[src/rtl/regfile_wb_arbiter.sv]
// Register-file writeback arbiter: round-robin sharing of the single write
// port between ALU and LSU, plus a busy scoreboard that stalls issue on
// RAW/WAW hazards against in-flight destinations.
module regfile_wb_arbiter #(
    parameter int unsigned ADDR_W   = 5,
    parameter int unsigned DATA_W   = 32,
    parameter int unsigned NUM_REGS = 32
) (
    input  logic                iClk,
    input  logic                iRst,
    input  logic                iAluValid,
    input  logic [ADDR_W-1:0]   iAluRd,
    input  logic [DATA_W-1:0]   iAluData,
    output logic                oAluReady,
    input  logic                iLsuValid,
    input  logic [ADDR_W-1:0]   iLsuRd,
    input  logic [DATA_W-1:0]   iLsuData,
    output logic                oLsuReady,
    input  logic                iIssueValid,
    input  logic [ADDR_W-1:0]   iIssueRd,
    input  logic [ADDR_W-1:0]   iIssueRs1,
    input  logic [ADDR_W-1:0]   iIssueRs2,
    output logic                oIssueStall,
    output logic                oWriteEn,
    output logic [ADDR_W-1:0]   oRdAddr,
    output logic [DATA_W-1:0]   oWriteData,
    output logic [NUM_REGS-1:0] oBusy
);

    // 0: ALU wins a tie, 1: LSU wins a tie
    logic                prioLsu;
    logic                aluGrant;
    logic                lsuGrant;
    logic                anyGrant;
    logic                doWrite;
    logic [ADDR_W-1:0]   winRd;
    logic [DATA_W-1:0]   winData;
    logic                issueFire;
    logic [NUM_REGS-1:0] busyNext;

    // Round-robin grant and winner selection
    always_comb begin
        aluGrant = iAluValid && (!iLsuValid || !prioLsu);
        lsuGrant = iLsuValid && (!iAluValid ||  prioLsu);
        anyGrant = aluGrant || lsuGrant;
        winRd    = lsuGrant ? iLsuRd   : iAluRd;
        winData  = lsuGrant ? iLsuData : iAluData;
        doWrite  = anyGrant && (winRd != '0);
    end

    assign oAluReady = aluGrant;
    assign oLsuReady = lsuGrant;

    // Hazard check against registered scoreboard; bit 0 is never set so r0 never stalls
    always_comb begin
        oIssueStall = iIssueValid &&
                      (oBusy[iIssueRs1] || oBusy[iIssueRs2] || oBusy[iIssueRd]);
        issueFire   = iIssueValid && !oIssueStall && (iIssueRd != '0);
    end

    // Scoreboard next state: clear on writeback, then set on issue so a newer issue wins
    always_comb begin
        busyNext = oBusy;
        if (doWrite) begin
            busyNext[winRd] = 1'b0;
        end
        if (issueFire) begin
            busyNext[iIssueRd] = 1'b1;
        end
        busyNext[0] = 1'b0;
    end

    // Priority pointer, registered write port and scoreboard state
    always_ff @(posedge iClk or posedge iRst) begin
        if (iRst) begin
            prioLsu    <= 1'b0;
            oWriteEn   <= 1'b0;
            oRdAddr    <= '0;
            oWriteData <= '0;
            oBusy      <= '0;
        end else begin
            if (aluGrant) begin
                prioLsu <= 1'b1;
            end else if (lsuGrant) begin
                prioLsu <= 1'b0;
            end
            oWriteEn <= doWrite;
            if (doWrite) begin
                oRdAddr    <= winRd;
                oWriteData <= winData;
            end
            oBusy <= busyNext;
        end
    end

endmodule
[config.mk]
export PLATFORM = sky130hd
export DESIGN_NAME = regfile_wb_arbiter
export DESIGN_NICKNAME = d
export VERILOG_FILES = /design/src/rtl/regfile_wb_arbiter.sv
export SDC_FILE = /design/constraint.sdc
export NUM_CORES = 1
export LEC_CHECK = 0
export CAP_MARGIN = 25
export CORE_MARGIN = 2
export CORE_UTILIZATION = 45
export CTS_CLUSTER_SIZE = 16
export DETAILED_ROUTE_END_ITERATION = 12
export GPL_TIMING_DRIVEN = 0
export PLACE_DENSITY_LB_ADDON = 0.1
export SYNTH_ARGS = -nofsm -noshare
export SYNTH_HDL_FRONTEND = slang
export SYNTH_SLANG_ARGS = --single-unit
[constraint.sdc]
create_clock -name iClk -period 4.12 [get_ports iClk]
set_input_delay 0.618 -clock iClk [delete_from_list [all_inputs] [get_ports iClk]]
set_output_delay 0.618 -clock iClk [all_outputs]
set_load 0.03 [all_outputs]
# == After elaboration in Yosys (flattened, before gate mapping) ==
# Cells that the tools add are included.
# word_totals
register_bits,70
input_bits,94
out_inout_bits,73
word_cells,50
# op_classes
n_lt_le_gt_ge,6
mux,16
bitwise,3
n_reduce_logical,20
# ops
operator,n
$mux 32,3
$and 32x32->32,1
$not 32->32,1
$or 32x32->32,1
$lt 5x6->1 const B,4
$bmux 1 s5,3
$demux 1 s5,2
$ge 5x1->1 const B,2
$reduce_bool 5->1,2
$logic_and 1x1->1,8
$mux 1,7
$logic_or 1x1->1,5
$mux 5,1
$logic_not 1->1,4
$reduce_bool 2->1,1

# == Logic depth before layout (Yosys ltp) ==
# logic_depth
word_depth,13
depth_mapped,9

# == Worst setup path before layout ==
# No wires, ideal clock.
# synth_path
path_type,input -> output
start,input port iIssueRd[1]
end,output port oIssueStall
arrival_ns,2.444
path_slack_ns,1.058
path_stages,9
path_buffers,3
cell_sequence,clkbuf_1 -> buf_2 -> mux2_2 -> nand3_1 -> o31ai_1 -> nor4_2 -> nand3_2 -> buf_6 -> and2_1
# synth_via
elab_chain_cells,4
# synth_lines
item,line,source
from (decl),20,"input logic [ADDR_W-1:0] iIssueRd,"
$bmux 1 s5,57,(oBusy[iIssueRs1] || oBusy[iIssueRs2] || oBusy[iIssueRd]);
$mux 1 (implied by the code),57,
$logic_or 1x1->1,57,
$logic_and 1x1->1,56,oIssueStall = iIssueValid &&
to (decl),23,"output logic oIssueStall,"
# Every way passes these cells. The select of a mux whose other input is x is not followed.

# == Final worst setup path ==
# layout_path
start,input port iIssueRd[0]
end,output port oIssueStall
# The elaborated chain is that of the path after synthesis.

==> flow_summary.yaml <==
drt:
  drt-initial-drc-count: 233
  final_antenna_net_count: 0
  drcViolationCount: 0
  dr_total_vias: 4206
  drt-pass1-iter-count: 4
  via_per_inst: 5.86
  routed_wirelength_um: 13600
  wl_per_cell_um: 18.9
synth:
  synth_commonest_cells: "70 x dfrtp_1, 68 x o21ai_0, 61 x nand2_1"
  yosysTopAreaCellShare_pct: 41.2
  synth_cell_types: 55
  synth_area_um2: 4250
  synth-async-reset-ratio_pct: 100
  synthFlopType: "dfrtp_1"
  synthTopCellsByArea: "dfrtp_1 41%, mux2i_1 12%, o21ai_0 8.0%"
  synthMuxAreaShare_pct: 21.2
  yosys.cell_count.top_type: "dfrtp_1"
  yosysWarnings: 0
  synthSimpleGateAreaFrac_pct: 13.5
  yosysSeqAreaShare_pct: 41.2
  synth_seq_cells: 70
  synth_compound_area_share_pct: 18.8
  yosysTopAreaCell: "dfrtp_1"
  synth_top_family_by_area: "multiplexers"
  synthAdderAreaFrac_pct: 0
  synth_edf_count: 0
  syn_inst: 431
  syn_nets: 525
  synth_xor_area_share_pct: 0
  syn_area_per_cell_um2: 9.86
cells_and_area:
  stdcell_area_um2: 6250
  antenna_cells: 0
  fin_util_pct: 68.0
  layout.nets: 696
  fillCellCount: 783
  syn_to_final_growth_pct: 47.2
  register_area_um2: 1750
  multi_input_area_um2: 2280
  drive_gt1_share_pct: 11.0
placed_design:
  place_area_um2: 5990
  numPortBuffers: 160
  gp_congestion: 0.924
  dp.final_hpwl_um: 10400
timing:
  period_share_pct: 96.2
  fmax_mhz: 252
  whs_ns: 0.488
  rsz0062_at_grt: "false"
  setup_viol: 0
  hold_viol: 0
  slew_headroom_pct: 41.6
  slew_violations: 0
  skew_ns: 0.0120
  worst_slew_pin_slew_ns: 0.875
  period_minus_slack_ns: 3.96
pwr:
  comb_power_share_pct: 42.9
  clkPwrFrac_pct: 23.4
  switchingPower_mw: 1.16
  sequentialPowerShare_pct: 33.7
  p_per_area_nw_per_um2: 485
  swShare_pct: 38.4
  p_leak_nw: 2.61
  p_int_mw: 1.87
  vdd_ir_drop_max_uv: 192
floorplan:
  fp.dieH_um: 101
  start_util_pct: 46.2
  die_x_um: 101
  rows: 35
  fp.dieArea_um2: 10200
  design.portCount: 167
  coreArea_um2: 9200
clocking:
  root_buffer: "clkbuf_8"
  htree_num_levels: 3
  cts.path.max_buffers: 2
  clock_latency_ns: 0.35
  cts_tree: "built"
  cts_sinks: 70
  clk_pin_slew_ns: 0.07
  post_cts_buffers: 0
  cts_buffers: 9
  ctsHoldBuffers: 0
worst_setup_path:
  worst_setup_path_end_kind: "output port"
  crit_path_start_kind: "input pin"
  crit_type: "in2out"
  critical_path.max_fanout: 10
  startpoint: "iIssueRd[0]"
  r2r_setup_slack_ns: 1.59
  cp_data_arrival_time_ns: 3.35
  reg2reg_depth: 7
  r2r-start: "prioLsu"
  required_ns: 3.50
  crit_end: "oIssueStall"
  r2r-end: "oWriteData[25]"
global_routing:
  grt_usage_pct: 27.0
  overflow: 0
  grt_pass1_vias: 4316
  grt_max_degree: 71
  grt_pass1_wl_um: 21500
  antenna_found_initial: 0
run:
  max_cap_viol_count: 0
min_path:
  min_path_type: "reg2reg"
status:
  outcome: "finished clean"
per-stage QoR:
step | setup WS [ns] | power, mW | setup TNS, ns | std cells
global placement | -0.218 | 2.30 | -0.218 | 702
global route | 0.0132 | 3.17 | 0 | 718
CTS | 0.130 | 3.03 | 0 | 718
detailed placement | -0.229 | 2.33 | -0.229 | 702
finish | 0.155 | 3.03 | 0 | 718
floorplan | 1.06 | 1.74 | 0 | 431
critical path: stages:
cell,delay (ns)
clkdlybuf4s50_1,0.61
mux4_2,0.55
a32oi_1,0.18
o41ai_1,0.12
nor4_2,0.34
nand3_2,0.20
buf_6,0.20
and2_1,0.16
dlygate4sd2_1,0.35
repair_timing:
| action | CTS | global route |
|---|---|---|
| gates resized for setup | 4 | 1 |
| pin swaps | 0 | 0 |
| setup endpoints to repair | 1 | 1 |
| hold endpoints to repair | 0 | 0 |
worst min path at each step:
stage | start | end | slack, ns | cells after the start
CTS | oWriteData[10] | oWriteData[10] | 0.49 | 2
global route | oRdAddr[0] | oRdAddr[0] | 0.51 | 2
global placement | oWriteData[10] | oWriteData[10] | 0.46 | 2
finish | oWriteData[10] | oWriteData[10] | 0.49 | 2
floorplan | prioLsu | prioLsu | 0.55 | 2
detailed placement | oWriteData[27] | oWriteData[27] | 0.47 | 2
cells by family (layout without fill, tap and decap cells):
| logic type | Yosys count | in the layout |
|---|---|---|
| buf+inv | 46 | 222 |
| flops | 70 | 70 |
| simple gates | 115 | 115 |
| mux | 72 | 72 |
| other cells | 1 | 1 |
| compound gates | 127 | 127 |
cell type report:
cell class | count | share of cell area, %
Sequential cell | 70 | 28.0
Buffer | 34 | 2.92
Timing Repair Buffer | 160 | 25.6
Multi-Input combinational cell | 315 | 36.4
Inverter | 12 | 0.760
Clock inverter | 5 | 1.68
Clock buffer | 11 | 2.42
Tap cell | 111 | 2.22
routing by layer:
layer / part of all wire (%) / track usage [%]
met5: 0 / 0
met4: 2.2 / 10.6
met3: 9.2 / 8.07
met2: 50 / 46.0
met1: 39 / 32.2
power by group through the flow:
stage          Combinational (mW)  Sequential, mW  Clock (mW)
6_report                     1.30            1.02       0.708
3_3_place_gp                 1.28            1.02           0
2_1_floorplan               0.469            1.27           0
4_1_cts                      1.30            1.02       0.707
3_5_place_dp                 1.30            1.03           0
5_1_grt                      1.38            1.04       0.740
cell usage in the layout (no fill, tap or decap), types with 4 or more instances in the layout:
cell type	instances
clkbuf_2	4
nand2b_1	7
mux4_2	11
clkbuf_8	11
o21ai_0	68
nor2_1	11
o31ai_1	33
o22ai_1	6
inv_1	10
clkbuf_1	12
clkdlybuf4s50_1	159
nand2_1	61
buf_6	4
nor2b_1	5
buf_1	4
mux2_2	8
mux2i_1	51
dfrtp_1	70
buf_2	7
flip-flops by register name, indices dropped and copies added (netlist names):
signal and cells:
oWriteData 32, oBusy 31, oRdAddr 5, oWriteEn 1, prioLsu 1
Power figures use the tool's default switching activity.
